`src/rtl/placar_basquete_param_if.sv`:
```
`default_nettype none
// ============================================================================
// placar_basquete_param_if : button/switch inputs and display/buzzer outputs
// Rev 1.0
// ============================================================================
interface placar_basquete_param_if #(
  parameter int N_TEAMS   = 2,
  parameter int N_DIGITS  = 2,
  parameter int SCORE_MAX = 99
);
  localparam int W  = $clog2(SCORE_MAX + 1);
  localparam int TW = (N_TEAMS > 1) ? $clog2(N_TEAMS) : 1;
  localparam int ND = N_TEAMS * N_DIGITS;

  logic [2:0]           cBotoes;
  logic                 chaveNP;
  logic [TW-1:0]        chaveTime;
  logic                 buzzer;
  logic                 led;
  logic [6:0]           display;
  logic [ND-1:0]        escolhaDisplay;
  logic [N_TEAMS*W-1:0] placar;

  modport master (
    output cBotoes, chaveNP, chaveTime,
    input  buzzer, led, display, escolhaDisplay, placar
  );

  modport slave (
    input  cBotoes, chaveNP, chaveTime,
    output buzzer, led, display, escolhaDisplay, placar
  );
endinterface
`default_nettype wire

```
`src/rtl/placar_basquete_param.sv`:
```
`default_nettype none
// ============================================================================
// placar_basquete_param : N-team clamped scoreboard with BCD 7-segment scan
// Rev 1.0
// ============================================================================
module placar_basquete_param #(
  parameter int N_TEAMS     = 2,
  parameter int N_DIGITS    = 2,
  parameter int SCORE_MAX   = 99,
  parameter int SCAN_DIV    = 50000,
  parameter int BUZZ_CYCLES = 25000000
) (
  input wire clock,
  input wire reset,
  placar_basquete_param_if.slave bus
);
  localparam int W  = $clog2(SCORE_MAX + 1);
  localparam int TW = (N_TEAMS > 1) ? $clog2(N_TEAMS) : 1;
  localparam int ND = N_TEAMS * N_DIGITS;
  localparam int WE = W + 2;
  localparam int BW = $clog2(BUZZ_CYCLES + 1);
  localparam int DW = (SCAN_DIV > 1) ? $clog2(SCAN_DIV) : 1;
  localparam int KW = (ND > 1) ? $clog2(ND) : 1;
  localparam int CW = $clog2(W + 1);
  localparam int BD = 4 * N_DIGITS;

  logic [2:0]    prev;
  logic [W-1:0]  score [N_TEAMS];
  logic          led_r;
  logic [BW-1:0] buzz_cnt;

  logic [2:0]    edges;
  logic [WE-1:0] pts;
  logic [WE-1:0] cur;
  logic [WE-1:0] sum;
  logic          valid;

  // Highest-value button wins when several rise together.
  always_comb begin
    edges = bus.cBotoes & ~prev;
    pts   = edges[2] ? WE'(3) : edges[1] ? WE'(2) : edges[0] ? WE'(1) : '0;
    valid = (edges != 3'b000) && (int'(bus.chaveTime) < N_TEAMS);
    cur   = valid ? WE'(score[bus.chaveTime]) : '0;
    sum   = cur + pts;
  end

  always_ff @(posedge clock) begin
    if (reset) begin
      prev     <= 3'b111;
      led_r    <= 1'b0;
      buzz_cnt <= '0;
      for (int i = 0; i < N_TEAMS; i++) score[i] <= '0;
    end else begin
      prev <= bus.cBotoes;
      if (buzz_cnt != '0) buzz_cnt <= buzz_cnt - 1'b1;
      if (valid) begin
        if (bus.chaveNP) begin
          if (sum > WE'(SCORE_MAX)) begin
            score[bus.chaveTime] <= W'(SCORE_MAX);
            led_r                <= 1'b1;
            buzz_cnt             <= BW'(BUZZ_CYCLES);
          end else begin
            score[bus.chaveTime] <= W'(sum);
            led_r                <= 1'b0;
          end
        end else begin
          if (pts > cur) begin
            score[bus.chaveTime] <= '0;
            led_r                <= 1'b1;
          end else begin
            score[bus.chaveTime] <= W'(cur - pts);
            led_r                <= 1'b0;
          end
        end
      end
    end
  end

  typedef enum logic [1:0] {CV_LOAD = 2'd0, CV_SHIFT = 2'd1, CV_STORE = 2'd2} cv_state_t;
  cv_state_t       state, state_nx;
  logic [TW-1:0]   cv_idx;
  logic [W-1:0]    cv_bin;
  logic [BD-1:0]   cv_acc;
  logic [BD-1:0]   cv_adj;
  logic [BD+W-1:0] cv_shift;
  logic [CW-1:0]   cv_cnt;
  logic [BD-1:0]   bcd [N_TEAMS];

  always_ff @(posedge clock) begin
    if (reset) state <= CV_LOAD;
    else       state <= state_nx;
  end

  always_comb begin
    state_nx = state;
    cv_adj   = cv_acc;
    for (int j = 0; j < N_DIGITS; j++)
      if (cv_acc[4*j +: 4] >= 4'd5) cv_adj[4*j +: 4] = cv_acc[4*j +: 4] + 4'd3;
    cv_shift = {cv_adj, cv_bin} << 1;
    case (state)
      CV_LOAD:  state_nx = CV_SHIFT;
      CV_SHIFT: if (cv_cnt == CW'(W - 1)) state_nx = CV_STORE;
      CV_STORE: state_nx = CV_LOAD;
      default:  state_nx = CV_LOAD;
    endcase
  end

  always_ff @(posedge clock) begin
    if (reset) begin
      cv_idx <= '0;
      cv_bin <= '0;
      cv_acc <= '0;
      cv_cnt <= '0;
      for (int i = 0; i < N_TEAMS; i++) bcd[i] <= '0;
    end else begin
      case (state)
        CV_LOAD: begin
          cv_bin <= score[cv_idx];
          cv_acc <= '0;
          cv_cnt <= '0;
        end
        CV_SHIFT: begin
          {cv_acc, cv_bin} <= cv_shift;
          cv_cnt           <= cv_cnt + 1'b1;
        end
        CV_STORE: begin
          bcd[cv_idx] <= cv_acc;
          cv_idx      <= (cv_idx == TW'(N_TEAMS - 1)) ? '0 : cv_idx + 1'b1;
        end
        default: ;
      endcase
    end
  end

  logic [DW-1:0] div;
  logic [KW-1:0] k;

  always_ff @(posedge clock) begin
    if (reset) begin
      div <= '0;
      k   <= '0;
    end else if (div == DW'(SCAN_DIV - 1)) begin
      div <= '0;
      k   <= (k == KW'(ND - 1)) ? '0 : k + 1'b1;
    end else begin
      div <= div + 1'b1;
    end
  end

  int         disp_team;
  int         disp_dig;
  logic       blank;
  logic [3:0] nib;
  logic [6:0] seg;

  // Upper digits blank while they and every digit above them are zero.
  always_comb begin
    disp_team = int'(k) / N_DIGITS;
    disp_dig  = int'(k) % N_DIGITS;
    nib       = bcd[disp_team][4*disp_dig +: 4];
    blank     = (disp_dig != 0);
    for (int j = 1; j < N_DIGITS; j++)
      if (j >= disp_dig && bcd[disp_team][4*j +: 4] != 4'd0) blank = 1'b0;
    case (nib)
      4'd0:    seg = 7'b1000000;
      4'd1:    seg = 7'b1111001;
      4'd2:    seg = 7'b0100100;
      4'd3:    seg = 7'b0110000;
      4'd4:    seg = 7'b0011001;
      4'd5:    seg = 7'b0010010;
      4'd6:    seg = 7'b0000010;
      4'd7:    seg = 7'b1111000;
      4'd8:    seg = 7'b0000000;
      4'd9:    seg = 7'b0010000;
      default: seg = 7'h7F;
    endcase
    if (blank) seg = 7'h7F;
  end

  assign bus.display        = seg;
  assign bus.escolhaDisplay = ~(ND'(1) << k);
  assign bus.buzzer         = (buzz_cnt != '0);
  assign bus.led            = led_r;

  for (genvar i = 0; i < N_TEAMS; i++) begin : g_placar
    assign bus.placar[i*W +: W] = score[i];
  end
endmodule
`default_nettype wire

```
`src/flat_wrapper.sv`:
```
// flat-port wrapper written by rule: the top's interface ports become plain ports
module placar_basquete_param_flat 
#(
  parameter int N_TEAMS     = 2,
  parameter int N_DIGITS    = 2,
  parameter int SCORE_MAX   = 99,
  parameter int SCAN_DIV    = 50000,
  parameter int BUZZ_CYCLES = 25000000
)
  (clock, reset, bus_cBotoes, bus_chaveNP, bus_chaveTime, bus_buzzer, bus_led, bus_display, bus_escolhaDisplay, bus_placar);
  placar_basquete_param_if #(.N_TEAMS(N_TEAMS), .N_DIGITS(N_DIGITS), .SCORE_MAX(SCORE_MAX)) bus_i ();
  input wire clock;
  input wire reset;
  input wire logic [$bits(bus_i.cBotoes)-1:0] bus_cBotoes;
  input wire logic [$bits(bus_i.chaveNP)-1:0] bus_chaveNP;
  input wire logic [$bits(bus_i.chaveTime)-1:0] bus_chaveTime;
  output wire logic [$bits(bus_i.buzzer)-1:0] bus_buzzer;
  output wire logic [$bits(bus_i.led)-1:0] bus_led;
  output wire logic [$bits(bus_i.display)-1:0] bus_display;
  output wire logic [$bits(bus_i.escolhaDisplay)-1:0] bus_escolhaDisplay;
  output wire logic [$bits(bus_i.placar)-1:0] bus_placar;
  assign bus_i.cBotoes = bus_cBotoes;
  assign bus_i.chaveNP = bus_chaveNP;
  assign bus_i.chaveTime = bus_chaveTime;
  assign bus_buzzer = bus_i.buzzer;
  assign bus_led = bus_i.led;
  assign bus_display = bus_i.display;
  assign bus_escolhaDisplay = bus_i.escolhaDisplay;
  assign bus_placar = bus_i.placar;
  placar_basquete_param #(.N_TEAMS(N_TEAMS), .N_DIGITS(N_DIGITS), .SCORE_MAX(SCORE_MAX), .SCAN_DIV(SCAN_DIV), .BUZZ_CYCLES(BUZZ_CYCLES)) u_core (.clock(clock), .reset(reset), .bus(bus_i));
endmodule
```
`config.mk`:
```
export PLATFORM = sky130hd
export DESIGN_NAME = placar_basquete_param_flat
export DESIGN_NICKNAME = d
export VERILOG_FILES = /design/src/rtl/placar_basquete_param_if.sv /design/src/rtl/placar_basquete_param.sv /design/src/flat_wrapper.sv
export SDC_FILE = /design/constraint.sdc
export NUM_CORES = 1
export LEC_CHECK = 0
export BUFFER_PORTS_ARGS = -buffer_cell sky130_fd_sc_hd__buf_2
export CAP_MARGIN = 20
export CORE_MARGIN = 2
export CORE_UTILIZATION = 50
export CTS_CLUSTER_DIAMETER = 200
export DETAILED_ROUTE_END_ITERATION = 16
export PLACE_DENSITY = 0.67
export SYNTH_ARGS = -nofsm -noshare
export SYNTH_HDL_FRONTEND = slang
export SYNTH_SLANG_ARGS = --single-unit
export TNS_END_PERCENT = 50
```
`constraint.sdc`:
```
create_clock -name clock -period 11.59 [get_ports clock]
set_clock_uncertainty 0.15 [all_clocks]
set_input_delay 2.318 -clock clock [delete_from_list [all_inputs] [get_ports clock]]
set_output_delay 2.318 -clock clock [all_outputs]
set_load 0.02 [all_outputs]
```
==> key figures <==
Floorplan
  – Row count: 38
  – Core area: between 10,000 and 15,000 µm²
  – DIE HEIGHT: about 110 µm
  – Top Ports: 34
  – Die W: approximately 110 µm
  – Die area: about 12,000 µm²
  – Starting density of the core: 0.509

Worst setup path
  – Reg-to-reg endpoint: u_core.score[1][2]$_SDFFCE_PN0P_
  – Crit Path Category: in2reg
  – CP max stage delay: about 410 ps
  – Startpoint type of the worst setup path: primary input
  – Most used cell, CP: ha_1
  – FF-to-FF path depth: 12
  – CP required: approximately 12,000 ps
  – Critical path, cell by cell: buf_2 > nand2b_1 > nand3_1 > nand2_1 > inv_1 > ha_1 > ha_1 > or2_2 > o211a_1 > xnor2_1 > or3_1 > a311oi_1 > nor3_1
  – Setup slack, reg-to-reg: between 8000 and 9000 ps
  – Crit-path leading delay family: simple AND/OR/NAND/NOR gates
  – Arrival time worst endpoint: a little over 5000 ps
  – CP Capture Type: flip-flop
  – Buffers and inverters on the worst path: 2
  – CP max FO: 10
  – Worst R2R Start: u_core.prev[2]$_SDFF_PP1_
  – Slowest-stage cell, CP: or3_1

Synth
  – Top cell type's share of synthesized area: 0.256
  – EDFF count, synth: 30
  – Sequential share of the synthesized area: 0.421
  – Leading area contributor after synthesis: dfxtp_1
  – Avg Inst Size Synth: 9.05 µm²
  – Synth area leaders: dfxtp_1 (26%), edfxtp_1 (16%), nor2_1 (5.8%), ha_1 (5.5%), a21oi_1 (4.0%)
  – #FFs+latches synth: 100
  – Mapped Area: 5470 µm²
  – Post-Synthesis Cells: roughly 610
  – Post-synth ARST share: 0
  – Ys Warns: 0
  – Synth unique cells: 60
  – Ys flop type: dfxtp_1
  – Syn Nets: 637

CTS
  – CTS tree: yes
  – CTS Buffer Depth: 2
  – Root buf cell: clkbuf_8
  – Clock slew at the register clock pins of the worst setup and hold paths: about 90 ps
  – Hold-fix buffers, CTS: 0
  – Setup repair bufs after CTS: 0
  – Skew-Pair Late Insertion Delay: ~370 ps
  – PostCTS Resize Cnt: 0
  – Htree depth: 3
  – CTS Buf Count: 9
  – Sink Count: 100

Finish
  – Final net count: approximately 660
  – Most frequent cells in the layout: nor2_1 (84), dfxtp_1 (70), nand2_1 (45)
  – Share of cells above drive strength 1: 0.120
  – # fillers: between 1,000 and 1,500
  – Commonest non-fill, non-tap cell in the layout: nor2_1
  – Antenna fix cells: 0
  – Synth-to-layout area growth: 8.39%

Timing
  – Fin. Hold Viols: 0
  – RSZ-0062 raised after global routing: no
  – Hold WS: approximately 300 ps
  – Total negative slack: 0 ps
  – Max-slew headroom: 0.296
  – Worst-margin pin slew: roughly 1000 ps
  – Final Critical Period: 5180 ps
  – Final setup viols: 0
  – Max-slew violation count: 0
  – Fin crit share: 0.447
  – Highest clock rate: 193 MHz

GRT
  – First-pass GRT wire length: around 19,000 µm
  – Initial antenna violation count: 0
  – Largest net degree at the start of global routing: 55
  – GRT Overall Usage: 0.201
  – Number of global-route vias before repair: between 4,000 and 5,000
  – Grt ovf: 0

Routing
  – Initial drt markers: 201
  – Routed len/inst: ~15 µm
  – Number of vias per cell: 5.57
  – Number of antenna-violating nets in the routed design: 0
  – Remaining DRCs: 0
  – First-pass DRT Iterations: 4
  – Via count: 4,298
  – DRT Wirelength: around 11,000 µm

Min path
  – Worst hold endpoint: u_core.div[0]$_SDFF_PP0_
  – Hold_sp: u_core.div[0]$_SDFF_PP0_
  – Cell count of the worst hold path: 1
  – HP Class: reg2reg

Power and ir drop
  – Power density over the cells: approximately 170 nW/µm²
  – Leak pwr: around 2.4 nW
  – Worst VDD drop: about 90 µV

Place
  – Port-buffer cells: 33
  – DP HPWL: between 8000 and 9000 µm
  – GPL Wtd Cong: around 0.95

Run status
  – Outcome: complete, no violations

Job
  – Max-cap violations: 0
[worst max-delay path by stage]
stage                     cells after the start           start                               end  slack (ps)
after floorplan                              13   bus_chaveTime  u_core.score[0][2]$_SDFFCE_PN0P_        6140
after global placement                       12   bus_chaveTime  u_core.score[1][2]$_SDFFCE_PN0P_        6180
after detailed placement                     13  bus_cBotoes[2]  u_core.score[1][2]$_SDFFCE_PN0P_        6060
after CTS                                    13  bus_cBotoes[2]  u_core.score[1][2]$_SDFFCE_PN0P_        6460
after global routing                         13  bus_cBotoes[2]  u_core.score[1][2]$_SDFFCE_PN0P_        6150
final                                        13  bus_cBotoes[2]  u_core.score[1][2]$_SDFFCE_PN0P_        6410
[flip-flops by register name (all words and copies together), names as in the netlist, named ones only]
name	cells
u_core.buzz_cnt	25
u_core.bcd	16
u_core.div	16
u_core.score	14
u_core.cv_acc	8
u_core.cv_bin	7
u_core.cv_cnt	3
u_core.prev	3
u_core.k	2
u_core.state	2
u_core.bus.led	1
u_core.cv_idx	1
[layer usage]
metal | GRT usage | wire, µm | up-vias
met5 | 0 | 0 | -
met4 | 0.0842 | 322 | 0
met3 | 0.0335 | 350 | 22
met2 | 0.338 | 5400 | 94
met1 | 0.258 | 5180 | 2012
li1 | - | - | 2170
[power by group]
part | internal, W | switching, W | total [W]
combinational | 0.000148 | 0.000206 | 0.000353
sequential | 0.000405 | 0.0000437 | 0.000449
clock | 0.0000951 | 0.000128 | 0.000223
[Yosys cell counts, types with 5 or more instances]
master and count:
mux2i_1 20, ha_1 24, inv_1 27, nand2_1 45, or2_2 5, a21oi_1 44
or3_1 5, o21ai_0 26, clkbuf_1 20, nand2b_1 15, and3_1 13, nor2b_1 6
nand3_1 9, and2_1 12, dfxtp_1 70, nor4_1 12, edfxtp_1 30, a22oi_1 9
xor2_1 18, mux2_2 7, nor2_1 84, nor3_1 12, xnor2_1 21
[cell families (layout without fill, tap and decap cells)]
kind of cell,Yosys count,after routing,share of synthesized area
AOI/OAI and AO/OA,117,117,0.134
xor gates and xnor gates,39,39,0.0624
adders and majority gates,25,25,0.0585
buffers and inverters,52,78,0.0366
DFF,100,100,0.421
muxes,30,30,0.0633
and+or+nand+nor,242,242,0.225
[area by class of cell]
cell class,count,area (µm²),share of cell area
Clock buffer,10,149,0.0251
Tap cell,140,175,0.0295
Sequential cell,100,2300,0.388
Clock inverter,6,53.8,0.00907
Inverter,27,101,0.0171
Multi-Input combinational cell,453,2970,0.501
Timing Repair Buffer,35,180,0.0304
[worst reg2reg max path, stage by stage (launching register included)]
cell and delay, ps:
dfxtp_1 340, nand2b_1 210, nand3_1 370, nand2_1 220
inv_1 80, ha_1 230, ha_1 190, or2_2 300
o211a_1 160, xnor2_1 140, or3_1 410, a311oi_1 350
nor3_1 90
[through the flow]
stage	total power, W	worst slack, ps	utilization	cell area [µm²]	instances
floorplan	0.000744	6140	-	5470	605
global placement	0.000798	6180	0.533	5730	755
detailed placement	0.000810	6060	0.533	5730	755
CTS	0.00103	6460	0.552	5930	771
global route	0.00110	6150	0.552	5930	771
finish	0.00103	6410	0.552	5930	771
No activity file was read; power rests on OpenSTA's default activity.
